`src/rtl/tpx3_tcp_packer_if.sv`:
```
// Arbiter-side and TCP-side handshake signals of the Timepix3 TCP packer.
// The slave modport is the packer's view; the master modport is the driving side.
interface tpx3_tcp_packer_if;
    logic        ARB_WRITE;
    logic [31:0] ARB_DATA;
    logic        ARB_READY;
    logic        TCP_OPEN;
    logic        TCP_TX_FULL;
    logic        TCP_TX_WR;
    logic [7:0]  TCP_TX_DATA;

    modport slave (
        input  ARB_WRITE,
        input  ARB_DATA,
        input  TCP_OPEN,
        input  TCP_TX_FULL,
        output ARB_READY,
        output TCP_TX_WR,
        output TCP_TX_DATA
    );

    modport master (
        output ARB_WRITE,
        output ARB_DATA,
        output TCP_OPEN,
        output TCP_TX_FULL,
        input  ARB_READY,
        input  TCP_TX_WR,
        input  TCP_TX_DATA
    );
endinterface

```
`src/rtl/tpx3_tcp_packer.sv`:
```
// Buffers 32-bit arbiter words in a FIFO and streams them LSB byte first
// into a TCP transmit buffer, one byte per cycle when the buffer has room.
module tpx3_tcp_packer #(
    parameter int unsigned DEPTH = 16,
    parameter int unsigned LW    = $clog2(DEPTH) + 1
) (
    input  logic              BUS_CLK,
    input  logic              BUS_RST_N,
    tpx3_tcp_packer_if.slave  bus,
    input  logic              CLR_ERR,
    output logic [LW-1:0]     FIFO_LEVEL,
    output logic              OVERFLOW,
    output logic [31:0]       WORD_CNT
);

    localparam int unsigned AW = $clog2(DEPTH);

    typedef enum logic [2:0] {StIdle, StB0, StB1, StB2, StB3} state_e;

    state_e          state_q, state_d;
    logic [31:0]     mem_q [DEPTH];
    logic [AW-1:0]   wr_ptr_q, wr_ptr_d;
    logic [AW-1:0]   rd_ptr_q, rd_ptr_d;
    logic [LW-1:0]   level_q, level_d;
    logic [31:0]     word_q, word_d;
    logic            tx_wr_q, tx_wr_d;
    logic [7:0]      tx_data_q, tx_data_d;
    logic            ready_q, ready_d;
    logic            ovf_q, ovf_d;
    logic [31:0]     cnt_q, cnt_d;
    logic            init_q;
    logic            fifo_full, fifo_empty;
    logic            pop, push, drop;

    assign fifo_full  = (level_q == LW'(DEPTH));
    assign fifo_empty = (level_q == '0);

    // Serializer: the word register is loaded on pop and bytes are picked by state.
    always_comb begin
        state_d   = state_q;
        word_d    = word_q;
        tx_wr_d   = 1'b0;
        tx_data_d = tx_data_q;
        cnt_d     = cnt_q;
        pop       = 1'b0;
        if (!bus.TCP_OPEN) begin
            state_d = StIdle;
        end else begin
            unique case (state_q)
                StIdle: begin
                    if (!fifo_empty) begin
                        pop     = 1'b1;
                        word_d  = mem_q[rd_ptr_q];
                        state_d = StB0;
                    end
                end
                StB0: begin
                    if (!bus.TCP_TX_FULL) begin
                        tx_wr_d   = 1'b1;
                        tx_data_d = word_q[7:0];
                        state_d   = StB1;
                    end
                end
                StB1: begin
                    if (!bus.TCP_TX_FULL) begin
                        tx_wr_d   = 1'b1;
                        tx_data_d = word_q[15:8];
                        state_d   = StB2;
                    end
                end
                StB2: begin
                    if (!bus.TCP_TX_FULL) begin
                        tx_wr_d   = 1'b1;
                        tx_data_d = word_q[23:16];
                        state_d   = StB3;
                    end
                end
                StB3: begin
                    if (!bus.TCP_TX_FULL) begin
                        tx_wr_d   = 1'b1;
                        tx_data_d = word_q[31:24];
                        cnt_d     = cnt_q + 32'd1;
                        if (!fifo_empty) begin
                            pop     = 1'b1;
                            word_d  = mem_q[rd_ptr_q];
                            state_d = StB0;
                        end else begin
                            state_d = StIdle;
                        end
                    end
                end
                default: state_d = StIdle;
            endcase
        end
    end

    // A full FIFO still accepts a word when the serializer pops in the same cycle.
    always_comb begin
        push     = bus.ARB_WRITE && bus.TCP_OPEN && (!fifo_full || pop);
        drop     = bus.ARB_WRITE && bus.TCP_OPEN && fifo_full && !pop;
        wr_ptr_d = wr_ptr_q + AW'(push);
        rd_ptr_d = rd_ptr_q + AW'(pop);
        level_d  = level_q + LW'(push) - LW'(pop);
        if (!bus.TCP_OPEN) begin
            wr_ptr_d = '0;
            rd_ptr_d = '0;
            level_d  = '0;
        end
        ready_d = bus.TCP_OPEN && init_q && (level_d <= LW'(DEPTH - 2));
        if (drop) begin
            ovf_d = 1'b1;
        end else if (CLR_ERR) begin
            ovf_d = 1'b0;
        end else begin
            ovf_d = ovf_q;
        end
    end

    always_ff @(posedge BUS_CLK) begin
        if (push) begin
            mem_q[wr_ptr_q] <= bus.ARB_DATA;
        end
    end

    always_ff @(posedge BUS_CLK or negedge BUS_RST_N) begin
        if (!BUS_RST_N) begin
            state_q   <= StIdle;
            wr_ptr_q  <= '0;
            rd_ptr_q  <= '0;
            level_q   <= '0;
            word_q    <= '0;
            tx_wr_q   <= 1'b0;
            tx_data_q <= 8'h00;
            ready_q   <= 1'b0;
            ovf_q     <= 1'b0;
            cnt_q     <= '0;
            init_q    <= 1'b0;
        end else begin
            state_q   <= state_d;
            wr_ptr_q  <= wr_ptr_d;
            rd_ptr_q  <= rd_ptr_d;
            level_q   <= level_d;
            word_q    <= word_d;
            tx_wr_q   <= tx_wr_d;
            tx_data_q <= tx_data_d;
            ready_q   <= ready_d;
            ovf_q     <= ovf_d;
            cnt_q     <= cnt_d;
            // Holds ARB_READY low for the first edge after reset release.
            init_q    <= 1'b1;
        end
    end

    assign bus.ARB_READY   = ready_q;
    assign bus.TCP_TX_WR   = tx_wr_q;
    assign bus.TCP_TX_DATA = tx_data_q;
    assign FIFO_LEVEL      = level_q;
    assign OVERFLOW        = ovf_q;
    assign WORD_CNT        = cnt_q;

endmodule

```
`src/flat_wrapper.sv`:
```
// flat-port wrapper written by rule: the top's interface ports become plain ports
module tpx3_tcp_packer_flat 
#(
    parameter int unsigned DEPTH = 16,
    parameter int unsigned LW    = $clog2(DEPTH) + 1
)
  (BUS_CLK, BUS_RST_N, CLR_ERR, FIFO_LEVEL, OVERFLOW, WORD_CNT, bus_ARB_WRITE, bus_ARB_DATA, bus_TCP_OPEN, bus_TCP_TX_FULL, bus_ARB_READY, bus_TCP_TX_WR, bus_TCP_TX_DATA);
  tpx3_tcp_packer_if bus_i ();
  input  logic BUS_CLK;
  input  logic BUS_RST_N;
  input  logic CLR_ERR;
  output logic [LW-1:0] FIFO_LEVEL;
  output logic OVERFLOW;
  output logic [31:0] WORD_CNT;
  input wire logic [$bits(bus_i.ARB_WRITE)-1:0] bus_ARB_WRITE;
  input wire logic [$bits(bus_i.ARB_DATA)-1:0] bus_ARB_DATA;
  input wire logic [$bits(bus_i.TCP_OPEN)-1:0] bus_TCP_OPEN;
  input wire logic [$bits(bus_i.TCP_TX_FULL)-1:0] bus_TCP_TX_FULL;
  output wire logic [$bits(bus_i.ARB_READY)-1:0] bus_ARB_READY;
  output wire logic [$bits(bus_i.TCP_TX_WR)-1:0] bus_TCP_TX_WR;
  output wire logic [$bits(bus_i.TCP_TX_DATA)-1:0] bus_TCP_TX_DATA;
  assign bus_i.ARB_WRITE = bus_ARB_WRITE;
  assign bus_i.ARB_DATA = bus_ARB_DATA;
  assign bus_i.TCP_OPEN = bus_TCP_OPEN;
  assign bus_i.TCP_TX_FULL = bus_TCP_TX_FULL;
  assign bus_ARB_READY = bus_i.ARB_READY;
  assign bus_TCP_TX_WR = bus_i.TCP_TX_WR;
  assign bus_TCP_TX_DATA = bus_i.TCP_TX_DATA;
  tpx3_tcp_packer #(.DEPTH(DEPTH), .LW(LW)) u_core (.BUS_CLK(BUS_CLK), .BUS_RST_N(BUS_RST_N), .bus(bus_i), .CLR_ERR(CLR_ERR), .FIFO_LEVEL(FIFO_LEVEL), .OVERFLOW(OVERFLOW), .WORD_CNT(WORD_CNT));
endmodule
```
`config.mk`:
```
export PLATFORM = sky130hd
export DESIGN_NAME = tpx3_tcp_packer_flat
export DESIGN_NICKNAME = d
export VERILOG_FILES = /design/src/rtl/tpx3_tcp_packer_if.sv /design/src/rtl/tpx3_tcp_packer.sv /design/src/flat_wrapper.sv
export SDC_FILE = /design/constraint.sdc
export NUM_CORES = 1
export LEC_CHECK = 0
export CORE_MARGIN = 3
export CORE_UTILIZATION = 50
export DETAILED_ROUTE_END_ITERATION = 8
export HOLD_SLACK_MARGIN = 0.1
export PLACE_DENSITY = 0.7
export SLEW_MARGIN = 20
export SYNTH_ARGS = -nofsm -noshare
export SYNTH_HDL_FRONTEND = slang
export SYNTH_SLANG_ARGS = --single-unit
```
`constraint.sdc`:
```
create_clock -name BUS_CLK -period 4.42 [get_ports BUS_CLK]
set_input_delay 1.105 -clock BUS_CLK [delete_from_list [all_inputs] [get_ports BUS_CLK]]
set_output_delay 1.105 -clock BUS_CLK [all_outputs]
set_load 0.05 [all_outputs]
```
### Word-level counts from Yosys, hierarchy flattened

Memories as Yosys holds them, arrays and structs flattened.
Cells that the tools add are included.

| word-level totals | value |
|---|---|
| register bits | 92 |
| latch bits | 0 |
| bits in writable memories | 512 |
| bits in read-only memories | 0 |
| bits of input ports | 38 |
| memories kept | 1 |

| cells by class | value |
|---|---|
| add/subtract/negate cells | 5 |
| multipliers | 0 |
| divide/modulo/power cells | 0 |
| order comparisons | 1 |
| eq/ne operators | 14 |
| shift-type cells | 0 |
| multiplexer cells | 30 |
| bitwise operators | 1 |
| reductions and logical operators | 19 |

Memories:

| memory | words | width | read ports | clocked after memory_dff | write ports | line | text |
|---|---|---|---|---|---|---|---|
| u_core.mem_q | 16 | 32 | 1 | 0 | 1 | tpx3_tcp_packer.sv:21 | `logic [31:0] mem_q [DEPTH];` |

Operator list:

| cell | number |
|---|---|
| 2-to-1 mux 32 bit | 2 |
| case mux 32 bit (2 select lines) | 1 |
| adder 32 x 1 -> 32 bit (second input constant) | 1 |
| 2-to-1 mux 8 bit | 4 |
| case mux 8 bit (4 select lines) | 1 |
| 2-to-1 mux 3 bit | 6 |
| inequality test 3 bit (second input constant) | 5 |
| case mux 3 bit (5 select lines) | 1 |
| 2-to-1 mux 1 bit | 11 |
| adder 4 x 1 -> 4 bit | 2 |
| 2-to-1 mux 4 bit | 2 |
| inequality test 2 bit (second input constant) | 4 |
| == test 3 x 2 -> 1 bit (second input constant) | 2 |
| logical AND 1 bit | 6 |
| AND reduction 3 bit | 2 |
| AND reduction 6 bit | 1 |
| adder 5 x 1 -> 5 bit | 1 |
| == test 5 bit (second input constant) | 1 |
| <= comparator 5 x 4 -> 1 bit (second input constant) | 1 |
| zero test 5 bit | 1 |
| 2-to-1 mux 5 bit | 1 |
| AND reduction 5 bit | 1 |
| subtractor 5 x 1 -> 5 bit | 1 |
| nonzero test 2 bit | 2 |
| 9 further kinds | 10 |

### Longest topological paths before layout

Gate-level depths: netlist of run 1.

| depth | value |
|---|---|
| depth in word-level cells | 12 |
| mapped depth | 16 |
| mapped depth without buffers | 14 |

### Least setup slack after synthesis of run 1

Ideal clock, no wire load.

| path | value |
|---|---|
| path kind | input -> register |
| from | in bus_TCP_OPEN |
| to | mem u_core.mem_q[0][0] (enable) |
| data arrival time | 4.386 ns |
| slack | -0.427 ns |
| cell stages on the path | 5 |
| cells stage by stage | clkbuf_1 nand2_1 a41oi_1 or3b_1 nor3_1 |

| on the way | value |
|---|---|
| word-level cells in the longest chain between the ends | 5 |
| elaborated cells on any way between the ends | 6 |
| classes of those cells | mux: 3; reduce/logical: 3 |

RTL lines:

| what | line | text |
|---|---|---|
| start: declaration | flat_wrapper.sv:17 | `input wire logic [$bits(bus_i.TCP_OPEN)-1:0] bus_TCP_OPEN;` |
| 2-to-1 mux 1 bit | tpx3_tcp_packer.sv:46 | `if (!bus.TCP_OPEN) begin` |
| logical OR 1 bit | tpx3_tcp_packer.sv:99 | `push = bus.ARB_WRITE && bus.TCP_OPEN && (!fifo_full \|\| pop);` |
| logical AND 1 bit (*) | tpx3_tcp_packer.sv:99 |  |
| 2-to-1 mux 1 bit (*) | tpx3_tcp_packer.sv:120 | `if (push) begin` |
| 2-to-1 mux 1 bit (not written as such) (*) | tpx3_tcp_packer.sv:121 | `mem_q[wr_ptr_q] <= bus.ARB_DATA;` |
| end: declaration | tpx3_tcp_packer.sv:21 |  |

Mark *: on every way between the ends. The rest lies on a longest branch, timed or not.

### Worst setup path in the final report of run 1

| path | value |
|---|---|
| from | in bus_TCP_OPEN |
| to | reg u_core.level_q[4], in the netlist u_core.FIFO_LEVEL[4] |

| on the way | value |
|---|---|
| word-level cells in the longest chain between the ends | 6 |
| elaborated cells on any way between the ends | 7 |
| classes of those cells | add/sub: 2; mux: 2; reduce/logical: 3 |

RTL lines:

| what | line | text |
|---|---|---|
| 2-to-1 mux 1 bit | tpx3_tcp_packer.sv:46 |  |
| logical OR 1 bit | tpx3_tcp_packer.sv:99 |  |
| logical AND 1 bit | tpx3_tcp_packer.sv:99 |  |
| adder 5 x 1 -> 5 bit | tpx3_tcp_packer.sv:103 | `level_d = level_q + LW'(push) - LW'(pop);` |
| subtractor 5 x 1 -> 5 bit | tpx3_tcp_packer.sv:103 |  |
| 2-to-1 mux 5 bit (*) | tpx3_tcp_packer.sv:104 | `if (!bus.TCP_OPEN) begin` |
| via u_core.level_d[4] | tpx3_tcp_packer.sv:24 | `logic [LW-1:0] level_q, level_d;` |
| end signal: assignment | tpx3_tcp_packer.sv:142 | `level_q <= level_d;` |
| end: declaration | tpx3_tcp_packer.sv:24 |  |

The timed path passes the listed nets; every way through them passes the cells marked *.
A chain may end at the register's enable or synchronous reset.

==> metrics.txt, run 1 <==
outcome=completed; first-pass GRT wire length=75.58 mm; Synth area leaders=edfxtp_1, mux4_2, dfrtp_1; r2r endpoint=u_core.FIFO_LEVEL[4]; PortBufs=85; Clock Power Share=32.8%; total track usage=20.26%; Synth Register Bits=604; critical path type=input pin to register; max cap viols=0; Detail Placement HPWL=28.07 mm; Worst Setup Start Kind=input pin; ANT cells=0; switching part of the total=26.81%; wire per inst=25.32 um; most common cell after layout, fill and taps aside=edfxtp_1; RSZ-0062 raised after global routing=false; Synth top area share=65.92%; GP Congestion=0.8142; top_reg_cell synth=edfxtp_1; ys async rst share=15.23%; Inserted Clock Buffers=57; Core Box Area=45770 um^2; CP max stage delay=0.63 ns; fillers=3269; CP Buf/Inv Count=2; Detail Route Antenna Nets=0; post-CTS setup buffer count=0; fin crit share=73.30%; setup TNS=0 ns; drt drc=0; Total Wirelength=49.07 mm; total number of vias=11480; DIE HEIGHT=222.0 um; CP max FO=9; final setup fails=0; nets=1339; hold_buf cts=0; CP delay by family, top=buffers and inverters; Starting Density=50.95%; R2R depth=11; Psw=0.003867 W; CTS tree=yes; layout cell share with drive strength beyond 1=23.47%; Combinational Power Share=19.8%; Cell Area, Synth=23320 um^2; Crit. End Element=register; final hold vios=0; Cells after Synth=1166; row count=78; min Tclk post-route=3.240 ns; Slew Limit Fails=0; clk_skew=0.02179 ns; hold wc startpoint=u_core.WORD_CNT[31]; maximum clock frequency=308.7 MHz; Pre-antenna DRT Iters=5; worst path arrival time=3.74 ns; cts repair resizes=0; grt ovf=0; worst vdd ir=0.4022 mV; Syn Nets=1216; Vias/cell=5.922; YS warnings=0; commonest non-fill, non-tap cells in the layout=edfxtp_1, mux4_2, dfrtp_1; Hold Crit Endpoint=u_core.WORD_CNT[31]; pin count of the biggest net entering global routing=78; area leader, netlist=edfxtp_1; sequential area share after synthesis=75.79%; area grow syn2layout=16.05%; CTS HTree Levels=2; worst hold path stage count=1; die area=49270 um^2; io pins=86; Root Driver=clkbuf_16; Die W=222.0 um; worst skew pair latency=0.62 ns; drt first-iter violations=1206; Max Root-Sink Buffers=3; hold_ws=0.4781 ns; pwr dens=532.8 nW/um^2; worst rel slew slack=32.98%; worst hold-check path type=register to register; worst r2r src=u_core.state_q[0]; Power Internal=0.01055 W; Design Power=0.01442 W; Netlist cell types=45; cell leakage power=8.782 nW; Worst-path clk slew=0.06 ns; FF-to-FF setup slack=1.38 ns; Crit path required time=4.92 ns; Seq pwr share=47.4%; Critical Path, Cell by Cell=clkdlybuf4s50_1 > nand2_1 > a41oi_1 > ha_1 > inv_1 > fa_1 > nand2b_1 > a21oi_1 > nor2_1 > xnor2_1 > and2_1; initial antenna violation count=1; # clock sinks=604; vias in the first global route=11910; Post-synth EDFFs=512; worst slew pin tran=1.005 ns; Syn Area/Cell=20.00 um^2; CP max stage cell=clkdlybuf4s50_1
-- metal layers --
| metal | routed length (um) | vias up | GRT usage, % | share of wire, % |
|---|---|---|---|---|
| met5 | 10 | - | 0 | 0.020 |
| met4 | 1081 | 2 | 5.717 | 2.2 |
| met3 | 3109 | 79 | 3.694 | 6.3 |
| met2 | 23820 | 384 | 32.12 | 49 |
| met1 | 21050 | 6005 | 29.43 | 43 |
| li1 | - | 5007 | - | - |
-- kinds of logic (layout without fill, tap and decap cells) --
logic type	count (synthesis)	count (layout)	share of synthesized area, %
buf+inv	73	245	1.266
compound gates	121	121	3.133
other cells	1	1	0.01608
mux	169	169	14.30
xor+xnor	39	39	1.465
fa+ha+maj	12	12	0.6760
simple gates	147	147	3.353
flops	604	604	75.79
-- power by group through the flow --
stage | sequential [W] | combinational [W] | clock [W]
after global routing | 0.00688 | 0.00310 | 0.00507
after floorplan | 0.00693 | 0.00203 | 0
final | 0.00684 | 0.00285 | 0.00473
after CTS | 0.00685 | 0.00289 | 0.00483
after global placement | 0.00695 | 0.00283 | 0
after detailed placement | 0.00697 | 0.00288 | 0
-- metrics by stage --
step                std cells  cell area, um^2  util (%)  setup WS [ns]
floorplan                1166            23340         -         0.4301
global placement         1830            25230     55.12         0.6020
detailed placement       1830            25230     55.12         0.5647
CTS                      1938            27060     59.12          1.219
global route             1938            27060     59.13         0.8835
finish                   1938            27060     59.13          1.180
-- area by class of cell --
| type | instances | area, um^2 | share of cell area, % |
|---|---|---|---|
| inverter | 11 | 41.29 | 0.1526 |
| tap | 600 | 750.7 | 2.774 |
| sequential | 604 | 17690 | 65.35 |
| clock inverter | 38 | 317.8 | 1.174 |
| clock buffer | 70 | 1515 | 5.598 |
| multi-input combinational | 489 | 5494 | 20.30 |
| timing repair buffer | 126 | 1260 | 4.655 |
-- worst max path at each step --
stage / startpoint / to / slack, ns / cells past startpoint
2_1_floorplan: bus_TCP_OPEN / u_core.mem_q[10][0] / 0.43 / 5
3_3_place_gp: bus_TCP_OPEN / u_core.FIFO_LEVEL[4] / 0.60 / 11
3_5_place_dp: bus_TCP_OPEN / u_core.FIFO_LEVEL[4] / 0.56 / 11
4_1_cts: bus_TCP_OPEN / u_core.FIFO_LEVEL[4] / 1.22 / 11
5_1_grt: bus_TCP_OPEN / u_core.bus.ARB_READY / 0.88 / 11
6_report: bus_TCP_OPEN / u_core.FIFO_LEVEL[4] / 1.18 / 11
-- cells in the mapped netlist, types with 12 or more instances --
cell      instances
nand2_1          29
xnor2_1          32
and2_1           12
dfrtp_1          92
nor2_1           30
o22ai_1          64
edfxtp_1        512
mux2_2           33
a21oi_1          36
clkbuf_1         39
mux4_2          128
nand3_1          22
-- state kept, by name, indices dropped and copies added, names as in the netlist --
register                count
u_core.word_q              32
u_core.init_q               1
u_core.bus.TCP_TX_WR        1
u_core.mem_q              512
u_core.FIFO_LEVEL           5
u_core.bus.ARB_READY        1
u_core.bus.TCP_TX_DATA      8
u_core.OVERFLOW             1
u_core.wr_ptr_q             4
u_core.state_q              3
u_core.WORD_CNT            32
u_core.rd_ptr_q             4
Note: power is estimated with default switching activity, not from simulation.
==> run 2, diff against run 1 <==
PLACE_DENSITY = 0.67   (was 0.7)
clock period = 3.3 ns   (was 4.42 ns; I/O delays follow)
==> run 2 against run 1 <==
  * Cell area up 1.0%
  * Clock power rose by 32%
  * Largest cell class unchanged
  * Sequential power is 33% higher
  * Combinational power is 42% higher
  * Largest power group unchanged
  * Cell count rose by 0.93%
  * Clock-buffer cell count rose by 10
  * Sequential cell count unchanged
  * Total power is 34% higher
  * Critical endpoint is now u_core.bus.ARB_READY
  * Global-route usage grew 0.40 points
==> metrics.txt, run 2 (same netlist as run 1, synthesis figures left out) <==
worst rel slew slack=34.85% (was 32.98%); CP max stage delay=0.43 ns (was 0.63 ns); met3 usage=3.734% (was 3.694%); worst slew pin tran=0.9773 ns (was 1.005 ns); DIE HEIGHT=222.0 um (unchanged); Slew Limit Fails=0 (unchanged); min Tclk post-route=2.946 ns; CTS tree=yes (unchanged); initial antenna violation count=1 (unchanged); row count=78 (unchanged); Crit path required time=3.80 ns (was 4.92 ns); worst hold-check path type=input pin to async pin (was register to register); Detail Route Antenna Nets=0 (unchanged); Inserted Clock Buffers=58 (was 57); die area=49270 um^2 (unchanged); total track usage=20.66% (was 20.26%); cts repair resizes=0 (unchanged); first-pass GRT wire length=76.62 mm (was 75.58 mm); critical path type=register to register (was input pin to register); maximum clock frequency=339.4 MHz; most common cell after layout, fill and taps aside=edfxtp_1 (unchanged); RSZ-0062 raised after global routing=false (unchanged); final hold vios=0 (unchanged); most used routing layer in global routing=met2 (unchanged); finished layout cell area=27350 um^2 (was 27060 um^2); clk_skew=0.02377 ns (was 0.02179 ns); CTS HTree Levels=2 (unchanged); Die W=222.0 um (unchanged); hold_buf cts=0 (unchanged); Clock Power Share=32.2% (was 32.8%); routing usage on met2=33.05% (was 32.12%); wire per inst=25.64 um (was 25.32 um); Detail Placement HPWL=29.15 mm (was 28.07 mm); Worst Setup Start Kind=register (was input pin); layout cell share with drive strength beyond 1=24.48% (was 23.47%); switching part of the total=26.94% (was 26.81%); post-CTS setup buffer count=0 (unchanged); Largest Register=u_core.mem_q (unchanged); fin cells=1956 (was 1938); io pins=86 (unchanged); drt first-iter violations=1219 (was 1206); worst path arrival time=3.45 ns (was 3.74 ns); worst vdd ir=0.6602 mV (was 0.4022 mV); Critical Path, Cell by Cell=inv_2 > ha_1 > nor4b_2 > nor4b_4 > ha_1 > inv_1 > ha_1 > inv_1 > fa_1 > nand2b_1 > a21oi_1 > nor2_1 > xnor2_1 > nor3_1 (was clkdlybuf4s50_1 > nand2_1 > a41oi_1 > ha_1 > inv_1 > fa_1 > nand2b_1 > a21oi_1 > nor2_1 > xnor2_1 > and2_1); Worst path most repeated cell=ha_1; cell leakage power=8.894 nW (was 8.782 nW); GP Congestion=0.7754 (was 0.8142); Starting Density=50.95% (unchanged); CP max stage cell=dfrtp_2 (was clkdlybuf4s50_1); worst skew pair latency=0.61 ns (was 0.62 ns); Seq pwr share=46.9% (was 47.4%); CP max FO=3 (was 9); Placed Instances=1847 (was 1830); hold_ws=0.2059 ns (was 0.4781 ns); Psw=0.005221 W (was 0.003867 W); Root Driver=clkbuf_16 (unchanged); Total Wirelength=50.16 mm (was 49.07 mm); ANT cells=0 (unchanged); outcome=completed (unchanged); Core Box Area=45770 um^2 (unchanged); final setup fails=0 (unchanged); Max Root-Sink Buffers=3 (unchanged); Combinational Power Share=20.9% (was 19.8%); area grow syn2layout=17.25% (was 16.05%); vias in the first global route=11950 (was 11910); Vias/cell=5.939 (was 5.922); pin count of the biggest net entering global routing=68 (was 78); grt ovf=0 (unchanged); nets=1357 (was 1339); total number of vias=11620 (was 11480); Placed Area=25540 um^2 (was 25230 um^2); max cap viols=0 (unchanged); drt drc=0 (unchanged); Power Internal=0.01416 W (was 0.01055 W); Pre-antenna DRT Iters=5 (unchanged); pwr dens=708.7 nW/um^2 (was 532.8 nW/um^2); PortBufs=85 (unchanged); commonest non-fill, non-tap cells in the layout=edfxtp_1, mux4_2, dfrtp_1 (unchanged); M1 GR Usage=30.14% (was 29.43%); Largest register FFs=512 (unchanged); Worst-path clk slew=0.06 ns (about the same); Crit. End Element=register (unchanged); fin crit share=89.29%; # clock sinks=604 (unchanged)
==> run 2: path summary, 6_finish.rpt <==
| path | cells after the start | slack (ns) | to | start |
|---|---|---|---|---|
| setup / recovery | 14 | 0.35 | u_core.bus.ARB_READY | u_core.FIFO_LEVEL[3] |
| hold / removal | 1 | 0.21 | u_core.WORD_CNT[27] | BUS_RST_N |
| setup reg to reg | 14 | 0.35 | u_core.bus.ARB_READY | u_core.FIFO_LEVEL[3] |
| hold reg to reg | 2 | 0.49 | u_core.bus.TCP_TX_DATA[2] | u_core.bus.TCP_TX_DATA[2] |
| max in group asynchronous | 2 | 2.37 | u_core.rd_ptr_q[0] | BUS_RST_N |
| min in group BUS_CLK | 2 | 0.49 | u_core.bus.TCP_TX_DATA[2] | u_core.bus.TCP_TX_DATA[2] |
==> run 2: cell type report <==
type | count | area [um^2]
Sequential cell | 604 | 17690
Fill cell | 3300 | 18430
Clock inverter | 29 | 202.7
Clock buffer | 80 | 1594
Multi-Input combinational cell | 489 | 5509
Inverter | 11 | 41.29
Tap cell | 600 | 750.7
Timing Repair Buffer | 143 | 1559
==> run 2: per-stage QoR <==
stage          utilization [%]  setup slack [ns]  total power [W]  TNS (ns)
3_3_place_gp             55.80          -0.03049          0.01328  -0.05927
2_1_floorplan                -           -0.4099          0.01203    -89.11
6_report                 59.74            0.3535          0.01938         0
3_5_place_dp             55.80          -0.08731          0.01333   -0.2673
4_1_cts                  59.73            0.1089          0.01956         0
5_1_grt                  59.74            0.1033          0.02023         0
==> run 2: routing by layer <==
metal	wire length [um]	share of wire, %	up-vias
li1	-	-	5041
met1	21680	43	6153
met2	24340	49	361
met3	3286	6.6	61
met4	854	1.7	0
met5	0	0	-
==> run 2: power by group through the flow <==
stage | Sequential [W] | Clock [W] | Combinational (W)
after detailed placement | 0.00924 | 0 | 0.00408
after global routing | 0.00912 | 0.00669 | 0.00442
after CTS | 0.00908 | 0.00637 | 0.00411
after floorplan | 0.00929 | 0 | 0.00274
after global placement | 0.00923 | 0 | 0.00404
final | 0.00908 | 0.00625 | 0.00405
==> run 2: critical path: cells and delay by family (launching register included) <==
| kind | cells | cell delay [ns] |
|---|---|---|
| and+or+nand+nor | 5 | 0.97 |
| DFF | 1 | 0.43 |
| xor gates and xnor gates | 1 | 0.13 |
| AOI/OAI and AO/OA | 1 | 0.15 |
| buffers and inverters | 3 | 0.18 |
| adders and majority gates | 4 | 0.99 |
==> run 3, diff against run 2 <==
HOLD_SLACK_MARGIN = 0.02   (was 0.1)
==> results of run 3 <==
The final DEF is identical to that of run 2; final timing and power are the same.
